## src/rtl/irq_pkg.sv

```systemverilog
// Shared constants for the interrupt flag controller: bus address of IF,
// source bit positions and the default number of implemented sources.
package irq_pkg;

    localparam int          NUM_SRC_DEFAULT = 5;
    localparam logic [15:0] IF_ADDR_DEFAULT = 16'hFF0F;

    typedef enum logic [2:0] {
        IRQ_VBLANK = 3'd0,
        IRQ_STAT   = 3'd1,
        IRQ_TIMER  = 3'd2,
        IRQ_SERIAL = 3'd3,
        IRQ_JOYPAD = 3'd4
    } irq_src_e;

endpackage

```

## src/rtl/irq_flag_ctrl_if.sv

```systemverilog
// CPU bus, peripheral request and CPU IRQ handshake signals of the flag controller.
// The master side is the CPU/peripheral world, the slave side is irq_flag_ctrl.
interface irq_flag_ctrl_if
    import irq_pkg::*;
#(
    parameter int NUM_SRC = NUM_SRC_DEFAULT
);

    logic [15:0]        A;
    logic [7:0]         D_IN;
    logic [7:0]         D_OUT;
    logic               D_OE;
    logic               RD;
    logic               WR;
    logic [NUM_SRC-1:0] PERIPH_IRQ;
    logic [7:0]         CPU_IRQ_ACK;
    logic [7:0]         CPU_IRQ_TRIG;

    modport master (
        output A, D_IN, RD, WR, PERIPH_IRQ, CPU_IRQ_ACK,
        input  D_OUT, D_OE, CPU_IRQ_TRIG
    );

    modport slave (
        input  A, D_IN, RD, WR, PERIPH_IRQ, CPU_IRQ_ACK,
        output D_OUT, D_OE, CPU_IRQ_TRIG
    );

endinterface

```

## src/rtl/irq_edge_det.sv

```systemverilog
// Vector rising-edge detector. History resets to all ones so a line that is
// already high when reset is released does not produce an event.
module irq_edge_det
    import irq_pkg::*;
#(
    parameter int WIDTH = 1
) (
    input  logic             CLK,
    input  logic             SYNC_RES,
    input  logic [WIDTH-1:0] sig,
    output logic [WIDTH-1:0] rise
);

    logic [WIDTH-1:0] hist;

    always_ff @(posedge CLK) begin
        if (SYNC_RES) begin
            hist <= '1;
        end else begin
            hist <= sig;
        end
    end

    assign rise = sig & ~hist;

endmodule

```

## src/rtl/irq_flag_ctrl.sv

```systemverilog
// Interrupt flag (IF) register: latches peripheral request edges, supports
// CPU read/write at IF_ADDR and per-bit clear by CPU acknowledge edges.
module irq_flag_ctrl
    import irq_pkg::*;
#(
    parameter int          NUM_SRC = NUM_SRC_DEFAULT,
    parameter logic [15:0] IF_ADDR = IF_ADDR_DEFAULT
) (
    input  logic             CLK,
    input  logic             SYNC_RES,
    irq_flag_ctrl_if.slave   bus
);

    logic [NUM_SRC-1:0] flags;
    logic [NUM_SRC-1:0] flags_nxt;
    logic [NUM_SRC-1:0] irq_rise;
    logic [NUM_SRC-1:0] ack_clr;
    logic [7:0]         ack_rise;
    logic [0:0]         wr_rise;
    logic               addr_hit;
    logic               wr_hit;
    logic               rd_hit;
    logic [7:0]         trig_val;
    logic [7:0]         rd_val;
    logic               unused_bits;

    irq_edge_det #(.WIDTH(NUM_SRC)) u_req_edge (
        .CLK      (CLK),
        .SYNC_RES (SYNC_RES),
        .sig      (bus.PERIPH_IRQ),
        .rise     (irq_rise)
    );

    irq_edge_det #(.WIDTH(8)) u_ack_edge (
        .CLK      (CLK),
        .SYNC_RES (SYNC_RES),
        .sig      (bus.CPU_IRQ_ACK),
        .rise     (ack_rise)
    );

    irq_edge_det #(.WIDTH(1)) u_wr_edge (
        .CLK      (CLK),
        .SYNC_RES (SYNC_RES),
        .sig      (bus.WR),
        .rise     (wr_rise)
    );

    assign addr_hit = (bus.A == IF_ADDR);
    assign wr_hit   = wr_rise[0] && addr_hit;
    assign rd_hit   = bus.RD && addr_hit;
    assign ack_clr  = ack_rise[NUM_SRC-1:0];

    // Later assignments win: write overrides hold, ack overrides write,
    // and a fresh request edge overrides everything.
    always_comb begin
        flags_nxt = flags;
        if (wr_hit) begin
            flags_nxt = bus.D_IN[NUM_SRC-1:0];
        end
        flags_nxt = (flags_nxt & ~ack_clr) | irq_rise;
    end

    always_ff @(posedge CLK) begin
        if (SYNC_RES) begin
            flags <= '0;
        end else begin
            flags <= flags_nxt;
        end
    end

    always_comb begin
        trig_val              = '0;
        trig_val[NUM_SRC-1:0] = flags;
        rd_val                = '1;
        rd_val[NUM_SRC-1:0]   = flags;
    end

    assign bus.CPU_IRQ_TRIG = trig_val;
    assign bus.D_OE         = rd_hit;
    assign bus.D_OUT        = rd_hit ? rd_val : 8'h00;

    // Upper data and ack bits only exist for bus width; they carry no state.
    assign unused_bits = ^{bus.D_IN, ack_rise};

endmodule

```

## src/flat_wrapper.sv

```systemverilog
// flat-port wrapper written by rule: the top's interface ports become plain ports
module irq_flag_ctrl_flat import irq_pkg::*;
#(
    parameter int          NUM_SRC = NUM_SRC_DEFAULT,
    parameter logic [15:0] IF_ADDR = IF_ADDR_DEFAULT
)
  (CLK, SYNC_RES, bus_A, bus_D_IN, bus_RD, bus_WR, bus_PERIPH_IRQ, bus_CPU_IRQ_ACK, bus_D_OUT, bus_D_OE, bus_CPU_IRQ_TRIG);
  irq_flag_ctrl_if #(.NUM_SRC(NUM_SRC)) bus_i ();
  input  logic CLK;
  input  logic SYNC_RES;
  input wire logic [$bits(bus_i.A)-1:0] bus_A;
  input wire logic [$bits(bus_i.D_IN)-1:0] bus_D_IN;
  input wire logic [$bits(bus_i.RD)-1:0] bus_RD;
  input wire logic [$bits(bus_i.WR)-1:0] bus_WR;
  input wire logic [$bits(bus_i.PERIPH_IRQ)-1:0] bus_PERIPH_IRQ;
  input wire logic [$bits(bus_i.CPU_IRQ_ACK)-1:0] bus_CPU_IRQ_ACK;
  output wire logic [$bits(bus_i.D_OUT)-1:0] bus_D_OUT;
  output wire logic [$bits(bus_i.D_OE)-1:0] bus_D_OE;
  output wire logic [$bits(bus_i.CPU_IRQ_TRIG)-1:0] bus_CPU_IRQ_TRIG;
  assign bus_i.A = bus_A;
  assign bus_i.D_IN = bus_D_IN;
  assign bus_i.RD = bus_RD;
  assign bus_i.WR = bus_WR;
  assign bus_i.PERIPH_IRQ = bus_PERIPH_IRQ;
  assign bus_i.CPU_IRQ_ACK = bus_CPU_IRQ_ACK;
  assign bus_D_OUT = bus_i.D_OUT;
  assign bus_D_OE = bus_i.D_OE;
  assign bus_CPU_IRQ_TRIG = bus_i.CPU_IRQ_TRIG;
  irq_flag_ctrl #(.NUM_SRC(NUM_SRC), .IF_ADDR(IF_ADDR)) u_core (.CLK(CLK), .SYNC_RES(SYNC_RES), .bus(bus_i));
endmodule
```

## config.mk

```make
export PLATFORM = sky130hd
export DESIGN_NAME = irq_flag_ctrl_flat
export DESIGN_NICKNAME = d
export VERILOG_FILES = /design/src/rtl/irq_pkg.sv /design/src/rtl/irq_flag_ctrl_if.sv /design/src/rtl/irq_edge_det.sv /design/src/rtl/irq_flag_ctrl.sv /design/src/flat_wrapper.sv
export SDC_FILE = /design/constraint.sdc
export NUM_CORES = 1
export LEC_CHECK = 0
export CAP_MARGIN = 15
export CORE_UTILIZATION = 58
export CTS_CLUSTER_DIAMETER = 150
export DETAILED_ROUTE_END_ITERATION = 10
export DONT_BUFFER_PORTS = 1
export GPL_TIMING_DRIVEN = 0
export HOLD_SLACK_MARGIN = 0.12
export PLACE_DENSITY = 0.86
export SLEW_MARGIN = 10
export SYNTH_ARGS = -nofsm -noshare
export SYNTH_HDL_FRONTEND = slang
export SYNTH_SLANG_ARGS = --single-unit
```

## constraint.sdc

```tcl
create_clock -name CLK -period 1.6 [get_ports CLK]
set_input_delay 0.32 -clock CLK [delete_from_list [all_inputs] [get_ports CLK]]
set_output_delay 0.32 -clock CLK [all_outputs]
set_load 0.03 [all_outputs]
```

==> impl_results.rst <==
.. list-table::
   :header-rows: 1

   * - Metric
     - Value
   * - Std cell rows
     - 12
   * - Filler cells
     - approximately 100
   * - Ordered cell list for the critical path
     - nand4bb_4, nor2_1, and3_4, and2_2
   * - Final ANT Viol Nets
     - 0
   * - Setup repair bufs after CTS
     - 0
   * - Reg-to-reg slack, setup
     - 0.57 ns
   * - Number of global-route vias before repair
     - 598
   * - Die footprint
     - 1500 um^2
   * - Chip width
     - about 39 um
   * - Detailed-route via count
     - between 600 and 700
   * - Count of pins over their slew limit
     - 0
   * - Layer with the highest usage
     - met2
   * - Max-capacitance violation count
     - 0
   * - Number of standard cells after synthesis
     - 90
   * - Post-DR wirelength/cell
     - about 16 um
   * - Std-Cell Core Area
     - approximately 1200 um^2
   * - # DRC
     - 0
   * - Switching fraction of total power
     - slightly below 30%
   * - Startpoint Class
     - input pin
   * - Post-cts hold buffer count
     - 0
   * - Pint
     - approximately 0.56 mW
   * - Number of cells after detailed placement
     - 106
   * - CTS Sinks
     - 16
   * - WP buf/inv
     - 0
   * - Family with the most delay on the worst path
     - simple AND/OR/NAND/NOR gates
   * - Worst Clk Skew
     - 0.000786 ns
   * - Relative area change from synthesis to final layout
     - 7.50%
   * - Detailed placer's ending HPWL
     - approximately 1.3 mm
   * - Cell with the most instances after synthesis
     - sky130_fd_sc_hd__dfxtp_1
   * - Start point of the critical path
     - bus_A[4]
   * - Worst slew margin
     - 62.0%
   * - R2R depth
     - 3
   * - Max Buffers Root-to-Sink
     - 2
   * - Root cell of the clock tree
     - sky130_fd_sc_hd__clkbuf_4
   * - CTS clk-pin slew, worst paths
     - 0.08 ns
   * - Switching pwr
     - 0.230 mW
   * - Layout cell share with drive strength beyond 1
     - between 30% and 40%
   * - Transition time of the tightest slew-check pin
     - roughly 0.57 ns
   * - Yosys warning count
     - 0
   * - Worst min-delay path category
     - in -> reg
   * - End of the worst register-to-register path
     - u_core.flags[2]
   * - Fraction of the cycle the final worst path needs
     - 97.2%
   * - Most instantiated cells after synthesis
     - 16 x sky130_fd_sc_hd__dfxtp_1, 11 x sky130_fd_sc_hd__or2_2, 10 x sky130_fd_sc_hd__nand3_1
   * - Sequential group share of total power
     - 62.8%
   * - Number of storage elements in the synthesis netlist
     - 16
   * - TritonCTS clock tree
     - yes
   * - Arrival time worst endpoint
     - 1.24 ns
   * - PnR Total Power
     - 0.793 mW
   * - Effective utilization at floorplan
     - around two thirds
   * - GR met2 Demand/Resource
     - 42.9%
   * - Sequential fraction of the synthesis area
     - about two fifths
   * - Syn Std Cell Area
     - 785 um^2
   * - Library cell occupying the most area in the post-synthesis netlist
     - sky130_fd_sc_hd__dfxtp_1
   * - Detailed-router iteration count before antenna repair
     - 4
   * - Max Clock Freq
     - 643 MHz
   * - Post-route insts no fill
     - 109
   * - Final wirelength
     - 1.69 mm
   * - Number of top-level pins
     - 58
   * - Setup repair after global routing missed its margin
     - true
   * - Post-layout min period
     - 1.56 ns
   * - CTS H-Tree Depth
     - 1
   * - PwrDens
     - between 900 and 1000 nW/um^2
   * - Power share of the clock group
     - 26.2%
   * - Start-to-end type of the worst setup path
     - in -> out
   * - Count of flip-flops with a built-in enable after synthesis
     - 0
   * - GR Util All Layers
     - approximately 25%
   * - Termination of the worst setup path
     - bus_D_OUT[2]
   * - Ant. Diodes
     - 0
   * - Logic depth of the worst path, buffers included
     - 4
   * - Global-route met1 utilization
     - 27.2%
   * - Peak VDD IR
     - 1.03 mV
   * - Dominant register cell in the synthesized netlist
     - sky130_fd_sc_hd__dfxtp_1
   * - Final setup vio count
     - 0
   * - Total congestion overflow
     - 0
   * - Global-route wire length before repair
     - 2.44 mm
   * - Data required time of the worst path
     - 1.28 ns
   * - Iter 0 DRT Violations
     - 12
   * - Routability-driven placement congestion ratio
     - 0.665
   * - Buffers on Ports
     - 0
   * - Routing usage on met3
     - between 10% and 20%
   * - Worst R2R Start
     - u_core.u_wr_edge.hist
   * - Critical path capture point type
     - output pin
   * - Share of synthesized flip-flops with an asynchronous set or reset
     - 0%
   * - Slowest stage cell on the critical path
     - sky130_fd_sc_hd__and3_4
   * - Cell variety after synth
     - 21
   * - Fraction of post-synthesis cell area in the top cell type by area
     - 40.8%
   * - Vias per cell
     - 6.01
   * - Combinational group share of total power
     - 11.0%
   * - Largest net degree at the start of global routing
     - 11
   * - Run status
     - finished, final reports clean
   * - Max Fanout on Critical Path
     - 9
   * - Initial antenna violation count
     - 0
   * - Longest individual stage delay on the worst path
     - between 0.3 and 0.4 ns
   * - Area contributors post-synth
     - sky130_fd_sc_hd__dfxtp_1 41%, sky130_fd_sc_hd__or2_2 8.8%, sky130_fd_sc_hd__nand4_1 7.2%
   * - Clock insertion delay at the later pin of the skew report
     - 0.29 ns
   * - TritonCTS buffer count
     - 3
   * - Static Leakage
     - 0.352 nW
   * - Average size of a mapped cell
     - between 8 and 9 um^2
   * - Total number of nets in the final design
     - 138
   * - Number of hold violations in the final report
     - 0
   * - Die Span Y
     - 38.8 um
==> timing repair <==
action | in CTS | in global routing
hold endpoints to repair | 0 | 0
resized for setup | 1 | 0
endpoints found under the setup margin | 5 | 5
==> flip-flops by register name, indices dropped and copies added, names as in the netlist <==
signal,count
u_core.flags,5
u_core.u_ack_edge.hist,5
u_core.u_req_edge.hist,5
u_core.u_wr_edge.hist,1
==> metrics by stage <==
step	instance area, um^2	hold slack, ns	setup TNS (ns)	worst slack, ns	utilization, %
floorplan	800	0.427	0	0.0521	-
global placement	817	0.427	-0.183	-0.0422	68.9
detailed placement	817	0.429	-0.232	-0.0507	68.9
CTS	843	0.137	0	0.0338	71.1
global route	843	0.127	-0.0354	-0.00841	71.1
finish	843	0.130	0	0.0444	71.1
==> worst min path at each step <==
| stage | start | endpoint | depth (start not counted) |
|---|---|---|---|
| after floorplan | bus_CPU_IRQ_ACK[0] | u_core.u_ack_edge.hist[0] | 1 |
| after global placement | bus_CPU_IRQ_ACK[0] | u_core.u_ack_edge.hist[0] | 1 |
| after detailed placement | bus_PERIPH_IRQ[0] | u_core.u_req_edge.hist[0] | 1 |
| after CTS | bus_CPU_IRQ_ACK[3] | u_core.u_ack_edge.hist[3] | 1 |
| after global routing | bus_PERIPH_IRQ[4] | u_core.u_req_edge.hist[4] | 1 |
| final | bus_CPU_IRQ_ACK[3] | u_core.u_ack_edge.hist[3] | 1 |
==> worst register-to-register path, stage by stage (launching register included) <==
cell and delay, ns:
sky130_fd_sc_hd__dfxtp_1 0.31, sky130_fd_sc_hd__nand2b_1 0.24, sky130_fd_sc_hd__a32oi_1 0.26, sky130_fd_sc_hd__nand3_1 0.10
==> metal layers <==
layer / up-vias / wire, um
met5: - / 0
met4: 0 / 0
met3: 0 / 168
met2: 27 / 879
met1: 304 / 647
li1: 324 / -
==> kinds of logic after synthesis <==
family	after synthesis	share of synthesized area, %
AO/OA/AOI/OAI	10	8.77
AND/OR/NAND/NOR	50	40.8
other	1	0.478
buffers and inverters	13	9.09
flip-flops	16	40.8
==> placed cells by master, fill, tap and decap left out, drive strengths merged <==
cell      n
nand2b    1
buf       6
a32oi     5
nor2b     1
or4       1
nand4     9
and3      1
a21oi     5
nand2     1
dfxtp    16
nand4bb   2
conb      3
nor4      2
or2      11
nor2      6
nand3    10
clkbuf    5
and2      5
inv       5
==> power by group through the flow <==
stage	Sequential (mW)	Combinational (mW)	Clock (mW)
global placement	0.505	0.0810	0
finish	0.498	0.0870	0.208
detailed placement	0.507	0.0861	0
floorplan	0.500	0.0746	0
global route	0.503	0.0946	0.219
CTS	0.498	0.0866	0.206
==> final cells by class <==
type	count	area, um^2	share of cell area, %
Clock buffer	3	22.5	2.67
Buffer	8	52.6	6.23
Inverter	5	18.8	2.23
Multi-Input combinational cell	63	412	48.8
Sequential cell	16	320	38.0
Tap cell	14	17.5	2.08
Power figures use the tool's default switching activity.
